**src/rtl/mode_counter.sv**
```systemverilog
// mode_counter: general-purpose WIDTH-bit counter with four counting modes
// (binary up/down, modulo-N up/down) selectable every cycle. It has a
// synchronous clear, a parallel load, count enable, a combinational
// terminal-count output for cascading, and a registered wrap pulse.
module mode_counter #(
  parameter int WIDTH  = 4,
  parameter int MODULO = 10,
  parameter int INIT   = 0
) (
  input  logic             Clk,
  input  logic             Clr_n,
  input  logic             Rst,
  input  logic             En,
  input  logic             Ld,
  input  logic [WIDTH-1:0] D,
  input  logic [1:0]       Mode,
  output logic [WIDTH-1:0] Q,
  output logic             TC,
  output logic             Wrap
);

  typedef enum logic [1:0] {
    BIN_UP = 2'b00,
    BIN_DN = 2'b01,
    MOD_UP = 2'b10,
    MOD_DN = 2'b11
  } mode_e;

  localparam logic [WIDTH-1:0] INIT_V  = WIDTH'(INIT);
  localparam logic [WIDTH-1:0] MOD_MAX = WIDTH'(MODULO - 1);
  localparam logic [WIDTH-1:0] ONE     = WIDTH'(1);

  // Terminal state for a mode. In modulo modes every out-of-range value is
  // treated as terminal, so the step that leaves it also raises Wrap.
  function automatic logic is_terminal(input logic [WIDTH-1:0] q,
                                       input mode_e            m);
    logic t;
    case (m)
      BIN_UP:  t = (q == '1);
      BIN_DN:  t = (q == '0);
      MOD_UP:  t = (q >= MOD_MAX);
      default: t = (q == '0) || (q > MOD_MAX);
    endcase
    return t;
  endfunction

  // One count step. Modulo modes fold any out-of-range value back into
  // 0..MODULO-1 in a single step; binary modes wrap naturally at WIDTH bits.
  function automatic logic [WIDTH-1:0] count_step(input logic [WIDTH-1:0] q,
                                                  input mode_e            m);
    logic [WIDTH-1:0] r;
    case (m)
      BIN_UP:  r = q + ONE;
      BIN_DN:  r = q - ONE;
      MOD_UP:  r = (q >= MOD_MAX) ? '0 : q + ONE;
      default: r = ((q == '0) || (q > MOD_MAX)) ? MOD_MAX : q - ONE;
    endcase
    return r;
  endfunction

  mode_e            mode_s;
  logic [WIDTH-1:0] step_q;
  logic             term;

  // Decode mode, next count value and terminal-count for the current state.
  always_comb begin
    mode_s = mode_e'(Mode);
    step_q = count_step(Q, mode_s);
    term   = is_terminal(Q, mode_s);
    TC     = En & ~Rst & ~Ld & term;
  end

  // Count register: clear > load > step > hold; Wrap marks a step out of terminal.
  always_ff @(posedge Clk or negedge Clr_n) begin
    if (!Clr_n) begin
      Q    <= INIT_V;
      Wrap <= 1'b0;
    end else if (Rst) begin
      Q    <= INIT_V;
      Wrap <= 1'b0;
    end else if (Ld) begin
      Q    <= D;
      Wrap <= 1'b0;
    end else if (En) begin
      Q    <= step_q;
      Wrap <= term;
    end else begin
      Wrap <= 1'b0;
    end
  end

endmodule

```
**config.mk**
```make
export PLATFORM = sky130hd
export DESIGN_NAME = mode_counter
export DESIGN_NICKNAME = d
export VERILOG_FILES = /design/src/rtl/mode_counter.sv
export SDC_FILE = /design/constraint.sdc
export NUM_CORES = 1
export LEC_CHECK = 0
export ABC_AREA = 1
export CELL_PAD_IN_SITES_DETAIL_PLACEMENT = 1
export CELL_PAD_IN_SITES_GLOBAL_PLACEMENT = 2
export CORE_MARGIN = 4
export CORE_UTILIZATION = 31
export DETAILED_ROUTE_END_ITERATION = 6
export DONT_BUFFER_PORTS = 1
export HOLD_SLACK_MARGIN = 0.03
export PLACE_DENSITY = 0.86
export SETUP_SLACK_MARGIN = 0.1
export SLEW_MARGIN = 0
export SYNTH_ARGS = -nofsm -noshare
export SYNTH_HDL_FRONTEND = slang
export SYNTH_SLANG_ARGS = --single-unit
```
**constraint.sdc**
```tcl
create_clock -name Clk -period 3 [get_ports Clk]
set_input_delay 0.15 -clock Clk [delete_from_list [all_inputs] [get_ports Clk]]
set_output_delay 0.15 -clock Clk [all_outputs]
set_load 0.005 [all_outputs]
```
==> results.md, run 1 <==
* Status: finished clean
* WL final at 1.44 mm
* Syn_area_per_cell at just under 6 µm²
* Slew margin rel. at 0.771
* CTS buffer count at 3
* Post-Syn Area at approximately 530 µm²
* Die Span Y at a little under 50 µm
* Router iterations before antenna repair at 3
* Period utilisation layout at 0.631
* Largest net degree at the start of global routing at 10
* Root buffer cell: clkbuf_4
* Pre-CTS WS at 1.34 ns
* Pwr/cell area at 430 nW/µm²
* Vias in the first global route at approximately 600
* ANT cells at 0
* Final Wtd Congestion at roughly 0.76
* Die area at 2420 µm²
* PostCTS Resize Cnt at 0
* Total chip power at approximately 250 µW
* Yosys warns at 0
* Final Hold Viols at 0
* Util after Layout at 0.374
* Row cnt at 14
* Io pins at 17
* Depth of the CTS H-tree at 1
* Leak at between 0.3 and 0.4 nW
* Die W at 49.2 µm
* Starting DRT DRC Count at 4
* Vias/cell at around 5.0
* Worst Setup Path Type: reg2out
* Slew @ Worst Pin at approximately 0.34 ns
* Area Overhead vs Synth at 10.7%
* CP max FO at 6
* Avg WL per Cell at 13.1 µm
* Final setup viols at 0
* Total GRT Usage at 0.137
* Type of the worst min-delay path: in2reg
* Final ANT Viol Nets at 0
* RSZ-0062 raised after global routing: false
* Remaining Overflow, GRT at 0
* Final min period at ~1.9 ns
* Seq/Total Area, Yosys at 0.238
* Fmax at 528 MHz
* Max-Cap Viols at 0
* TNS Setup at 0 ns
* Hpwl dp at ~1.2 mm
* # fillers at approximately 230
* Worst VDD drop at slightly above 0.0003 V
* Cell area after layout at slightly below 600 µm²
* Critical Path Source Type: flop
* Post-route setup slack at ~1.1 ns
* Worst EP required at roughly 2.9 ns
* Latest clock arrival within the worst-skew pair at between 0.2 and 0.3 ns
* CTS tree: done
* Initial Utilization at 0.338
* Total number of vias at around 550
* Crit path capture type: output port
* DRC violations left at 0
* Global-route wire length before repair at approximately 2.6 mm
* Nets@finish at roughly 110
* I/O Buffers at 0
* Net count after synthesis at 103
* Clk_skew at 0.00758 ns
* Clk pin slew, worst setup/hold paths at roughly 0.050 ns
* Worst-case clock buffer depth at 2
* Synth Register Bits at 5
* Netlist cell types at 19
* Max Slew Vio Count at 0
* Placed cell areas at approximately 550 µm²
* Synth Instances at 89
* Initial antenna violation count at 0
* Clock sink total at 5
* Share of cells above drive strength 1 at 0.117
* Crit path DAT at ~1.7 ns
* Core Area at approximately 1600 µm²
[cell usage in the layout (no fill, tap or decap), types with 3 or more instances in the layout]
master | synthesis | layout
clkbuf_4 | 0 | 3
inv_1 | 9 | 9
nand2_1 | 31 | 31
nand4_1 | 3 | 3
nand3_1 | 10 | 10
ha_1 | 3 | 3
dfrtp_1 | 5 | 5
nor2_1 | 11 | 11
[path summary, 6_finish.rpt]
check / startpoint / endpoint / slack, ns / cells after the start
min reg2reg: Q[1] / Q[1] / 0.63 / 2
min in group asynchronous: Clr_n / Q[0] / 0.19 / 1
max in group asynchronous: Clr_n / Q[1] / 2.62 / 1
max reg2reg: Q[0] / Q[3] / 1.37 / 11
max: Q[0] / TC / 1.11 / 6
min: En / Q[1] / 0.1 / 3
[critical path: stages, from the launching register on]
cell      delay (ns)
dfrtp_1         0.44
inv_1           0.14
ha_1            0.28
nand3b_1        0.15
nand3_2         0.11
nand3_1         0.12
nor3b_1         0.27
[metrics by stage]
| stage | cells | hold slack, ns |
|---|---|---|
| floorplan | 89 | -0.146 |
| global placement | 105 | -0.145 |
| detailed placement | 105 | -0.145 |
| CTS | 110 | 0.0919 |
| global route | 110 | 0.103 |
| finish | 110 | 0.0953 |
[power by group]
part / total [mW] / internal [mW] / switching (mW)
Combinational: 0.0840 / 0.0317 / 0.0523
Clock: 0.0795 / 0.0504 / 0.0291
Sequential: 0.0870 / 0.0737 / 0.0133
[synth_stat cells (all sizes together)]
| cell | count | area (µm²) |
|---|---|---|
| nand2 | 33 | 129 |
| nand3 | 12 | 70.1 |
| nor2 | 12 | 47.6 |
| inv | 11 | 41.3 |
| dfrtp | 5 | 125 |
| ha | 3 | 37.5 |
| nand4 | 3 | 18.8 |
| o21ai | 3 | 15.0 |
| nor3b | 2 | 15.0 |
| a21oi | 1 | 5.00 |
| clkinv | 1 | 3.75 |
| nand3b | 1 | 7.51 |
| nor3 | 1 | 5.00 |
| or2 | 1 | 6.26 |
[registers in the layout, indices dropped and copies added (netlist names)]
name	flops
Q	4
Wrap	1
[cells by family after synthesis]
group                      Yosys count  share of synthesized area
AOI/OAI and AO/OA                    4                     0.0380
adders and majority gates            3                     0.0713
buffers and inverters               12                     0.0855
DFF                                  5                      0.238
and+or+nand+nor                     65                      0.568
[cell type report]
class | instances | area (µm²) | share of cell area
clock buffers | 4 | 26.3 | 0.0451
inverters | 12 | 45.0 | 0.0773
multi-input cells | 72 | 357 | 0.612
flip-flops and latches | 5 | 125 | 0.215
well taps | 16 | 20.0 | 0.0343
repair buffers | 1 | 10.0 | 0.0172
[layer usage]
metal | vias up | part of all wire | GRT usage
met1 | 246 | 0.42 | 0.157
met3 | 0 | 0.044 | 0.0367
met2 | 13 | 0.53 | 0.243
met5 | - | 0 | 0
met4 | 0 | 0 | 0.0427
li1 | 294 | - | -
[timing repair]
action | CTS | global route
endpoints found under the hold margin | 5 | 0
endpoints found under the setup margin | 0 | 0
setup buffers | 0 | 0
hold buffers | 1 | 0
Note: power is estimated with default switching activity, not from simulation.
==> run 2: changes to the inputs <==
- CORE_UTILIZATION: 31 -> 29
- PLACE_DENSITY: 0.86 -> 0.82
- clock period: 3 -> 1.9 ns (I/O delays scaled with it)
==> run 2 against run 1 <==
Compared with the run above:
- via count rose by 4.2%
- register-to-register slack worse by 1.1 ns
- sequential share of layout area fell by 0.73 points
- flip-flop and latch count did not move
- clock-buffer cell count fell by 1
- largest power group unchanged
- critical path depth is 1 higher
- worst setup slack got worse by 0.87 ns
- die area rose by 5.8%
- global-route usage up 0.12 points
- cell count is 9.1% higher
- power rose by 62%
- clock power up 64%
==> results.md, run 2 (synthesized netlist as in run 1, its figures left out) <==
* Status: finished clean
* Worst VDD drop at about 0.00038 V
* Total number of vias at roughly 580
* Crit path DAT at around 1.6 ns
* ANT cells at 0
* CP max FO at 6
* I/O Buffers at 0
* Die W at just over 50 µm
* Row cnt at 15
* Largest regs: Q x4, Wrap x1
* Slew @ Worst Pin at around 0.34 ns
* Root buffer cell: clkbuf_4
* Leak at around 0.32 nW
* R2R Setup Slk at 0.26 ns
* Post-route setup slack at 0.233 ns
* Max Slew Vio Count at 0
* Slew margin rel. at 0.774
* TNS Setup at 0 ns
* Vias in the first global route at approximately 640
* Setup Buffers After CTS at 0
* Worst-case clock buffer depth at 2
* Top reg by flops: Q
* Io pins at 17
* Depth of the CTS H-tree at 1
* Max-Cap Viols at 0
* Share of cells above drive strength 1 at 0.168
* Commonest non-fill, non-tap cell in the layout: nand2_1
* Pwr/cell area at between 600 and 700 nW/µm²
* Final min period at between 1.5 and 2 ns
* Fmax at ~600 MHz
* Clk pin slew, worst setup/hold paths at approximately 0.050 ns
* Latest clock arrival within the worst-skew pair at between 0.2 and 0.3 ns
* Final setup viols at 0
* Worst EP required at 1.80 ns
* Total chip power at just over 400 µW
* Global-route wire length before repair at around 2.7 mm
* RSZ-0062 raised after global routing: false
* Final ANT Viol Nets at 0
* Largest net degree at the start of global routing at 10
* Die Span Y at just over 50 µm
* CTS buffer count at 3
* DRC violations left at 0
* Hold Slack at 0.0295 ns
* Clock sink total at 5
* Final Hold Viols at 0
* Crit path capture type: output port
* Starting DRT DRC Count at 1
* Most frequent cells in the layout: nand2_1 (31), nor2_1 (11), nand3_1 (10), inv_1 (9)
* Critical Path Source Type: flop
* Nets@finish at between 100 and 150
* Total GRT Usage at 0.138
* Hpwl dp at between 1 and 1.5 mm
* Vias/cell at between 4 and 5
* Avg WL per Cell at roughly 13 µm
* Type of the worst min-delay path: in2reg
* Worst Setup Path Type: reg2out
* CTS tree: done
* Clk_skew at roughly 0.00066 ns
* Die area at about 2600 µm²
* Remaining Overflow, GRT at 0
* Initial Utilization at 0.305
* Pre-CTS WS at 0.238 ns
* Router iterations before antenna repair at 2
* Initial antenna violation count at 0
* Core Area at between 1500 and 2000 µm²
* Final Wtd Congestion at between 0.8 and 0.9
* Period utilisation layout at 0.877
* Max reg flops at 4
* WL final at around 1.5 mm
* Area Overhead vs Synth at 16.9%
run 2: cell count changes in the layout (fill, tap and decap cells not counted), sizes merged:
cell,previous run,this run
clkbuf,4,3
dlygate4sd3,1,2
clkinv,1,2
run 2: path summary, 6_finish.rpt:
kind,start,to,depth (start not counted)
max,Q[0],TC,7
min,Ld,Q[3],3
max reg2reg,Q[0],Q[3],11
min reg2reg,Q[1],Q[1],2
max in group asynchronous,Clr_n,Q[0],1
min in group asynchronous,Clr_n,Wrap,1
run 2: cell type report:
| class | count | area, µm² |
|---|---|---|
| inverters | 12 | 45.0 |
| well taps | 25 | 31.3 |
| fillers | 260 | 1110 |
| multi-input cells | 72 | 364 |
| clock inverters | 1 | 5.00 |
| repair buffers | 2 | 20.0 |
| flip-flops and latches | 5 | 128 |
| clock buffers | 3 | 22.5 |
run 2: report_power, final:
group          total [mW]  internal, mW  switching, mW
Sequential          0.138         0.117         0.0213
Combinational       0.138        0.0532         0.0852
Clock               0.130        0.0767         0.0531
Total               0.407         0.247          0.160
run 2: critical path, stage by stage, from the launching register on:
cell and delay, ns:
dfrtp_2 0.44, inv_1 0.15, ha_2 0.25, nand3_2 0.10, nand2_1 0.07, nand2_1 0.05
nand3_1 0.07, nor3b_2 0.20
run 2: metrics by stage:
stage               cell area, µm²  instances  utilization
global route                   616        120        0.357
global placement               558        114        0.323
floorplan                      527         89            -
CTS                            611        120        0.354
finish                         616        120        0.357
detailed placement             558        114        0.323
run 2: what timing repair did:
action                     4_1_cts  5_1_grt
gates resized for setup          1        3
setup endpoints to repair        1        2
hold endpoints to repair         7        0
pin swaps                        0        0
hold buffers                     2        0
run 2: routing by layer:
metal  track usage  vias up  part of all wire
met5             0        -                 0
met4        0.0942        0             0.017
met3       0.00890        2             0.034
met2         0.278       11              0.58
met1         0.129      266              0.37
li1              -      297                 -
==> run 3: changes to the inputs <==
- CORE_MARGIN: 4 -> not set
==> run 3 against run 2 <==
Compared with the run above:
- fmax is 0.61% higher
- worst setup slack better by 0.010 ns
- power is 0.39% higher
- flip-flop and latch count stayed put
- via count is 0.35% higher
- sequential power hardly changed
- clock power is 4% lower
==> results.md, run 3 (synthesized netlist as in run 1, its figures left out) <==
* Max Used Layer: met3
* Largest regs: Q x4, Wrap x1
* Total number of vias at 578
* CP max FO at 6
* Crit path DAT at between 1.5 and 2 ns
* Global-route wire length before repair at between 2 and 3 mm
* Metal-1 WL at roughly 700 µm
* Most frequent cells in the layout: nand2_1 (31), nor2_1 (11), nand3_1 (10), inv_1 (8), dfrtp_1 (4)
* RSZ-0062 raised after global routing: false
* Depth of the CTS H-tree at 1
* Final setup viols at 0
* Fmax at around 600 MHz
* Cells after DPL at about 120
* Final non-filler cell total at approximately 120
* Router iterations before antenna repair at 4
* Vias in the first global route at between 600 and 700
* Period utilisation layout at 0.872
* CTS tree: done
* Critical Path Source Type: flop
* Type of the worst min-delay path: in2reg
* Worst VDD drop at roughly 0.00038 V
* Max Slew Vio Count at 0
* Post-route setup slack at between 0.2 and 0.25 ns
* Commonest non-fill, non-tap cell in the layout: nand2_1
* Initial antenna violation count at 0
* CP Cell Sequence: inv_2 -> ha_2 -> nand3_2 -> nand2_1 -> nand2_1 -> nand3_1 -> nor3b_2
* Area Overhead vs Synth at 18.1%
* CTS buffer count at 3
* Clk_skew at roughly 0.006 ns
* Core Area at between 1500 and 2000 µm²
* CP max-delay cell: dfrtp_2
* Worst Setup Path Type: reg2out
* TNS Setup at 0 ns
* WL final at 1.51 mm
* Crit path capture type: output port
* Clk pin slew, worst setup/hold paths at about 0.05 ns
* Worst EP required at ~1.8 ns
* Total chip power at a little over 400 µW
* I/O Buffers at 0
* Row cnt at 15
* Leak at 0.329 nW
* CP max stage delay at 0.45 ns
* Final min period at roughly 1.7 ns
* DRC violations left at 0
* Final ANT Viol Nets at 0
* CP delay by family, top: simple AND/OR/NAND/NOR gates
* Max reg flops at 4
* Pre-CTS WS at 0.274 ns
* Slew @ Worst Pin at between 0.3 and 0.4 ns
* Avg WL per Cell at ~12 µm
* Final Hold Viols at 0
* Hold Slack at roughly 0.030 ns
* Latest clock arrival within the worst-skew pair at 0.24 ns
* Final Wtd Congestion at ~0.8
* Io pins at 17
* Pwr/cell area at 656 nW/µm²
* ANT cells at 0
* Remaining Overflow, GRT at 0
* Status: finished clean
* Top reg by flops: Q
* Starting DRT DRC Count at 4
* Clock sink total at 5
* Slew margin rel. at 0.771
* Die W at approximately 45 µm
* Initial Utilization at 0.308
* Metal2 WL at a little under 800 µm
* Max-Cap Viols at 0
* Worst-case clock buffer depth at 2
* Largest net degree at the start of global routing at 10
* Nets@finish at approximately 110
* Vias/cell at around 4.8
* Die area at ~2000 µm²
* Die Span Y at 44.6 µm
* Total GRT Usage at 0.182
* Share of cells above drive strength 1 at 0.177
* Root buffer cell: clkbuf_4
* CP most frequent cell: nand2_1
* Hpwl dp at about 1.2 mm
* Worst Path Buf+Inv at 1
* WL met3 at 33 µm
run 3: cell types whose count changed in the layout (fill, tap and decap cells not counted):
| cell | previous run | this run |
|---|---|---|
| buf_4 | 0 | 1 |
| dfrtp_1 | 3 | 4 |
| dfrtp_2 | 2 | 1 |
| inv_1 | 9 | 8 |
| inv_2 | 2 | 3 |
run 3: worst min-delay path, delay by kind of cell:
family / cells / cell delay [ns]
and+or+nand+nor: 3 / 0.13
run 3: repair_timing:
item,in CTS,in global routing
setup buffers,0,0
hold buffers,2,0
gates resized for setup,2,2
setup endpoints to repair,1,1
pin swaps,0,0
hold endpoints to repair,6,0
run 3: layer usage:
layer / vias up / global-route usage
met4: 0 / 0.0909
li1: 297 / -
met5: - / 0
met1: 270 / 0.225
met3: 0 / 0
met2: 11 / 0.326
run 3: stage by stage:
| stage | area [µm²] | util |
|---|---|---|
| 6_report | 622 | 0.364 |
| 5_1_grt | 622 | 0.364 |
| 4_1_cts | 617 | 0.361 |
| 3_5_place_dp | 566 | 0.331 |
| 3_3_place_gp | 566 | 0.331 |
| 2_1_floorplan | 527 | - |
run 3: worst paths after layout:
check | startpoint | endpoint | slack, ns | depth (start not counted)
min in group asynchronous | Clr_n | Q[3] | 0.15 | 1
max in group asynchronous | Clr_n | Q[0] | 1.53 | 1
min | En | Q[1] | 0.03 | 3
max reg2reg | Q[0] | Q[3] | 0.34 | 11
max | Q[0] | TC | 0.24 | 7
min reg2reg | Q[1] | Q[1] | 0.64 | 3
run 3: area by class of cell:
cell class	instances	area [µm²]
Clock inverter	1	5.00
Multi-Input combinational cell	72	364
Sequential cell	5	126
Fill cell	244	1090
Tap cell	25	31.3
Clock buffer	3	22.5
Timing Repair Buffer	3	27.5
Inverter	12	45.0
run 3: power breakdown:
part | total [mW] | internal [mW] | switching [mW]
registers | 0.135 | 0.117 | 0.0180
clock network | 0.125 | 0.0764 | 0.0490
logic | 0.148 | 0.0565 | 0.0917
total | 0.408 | 0.250 | 0.159
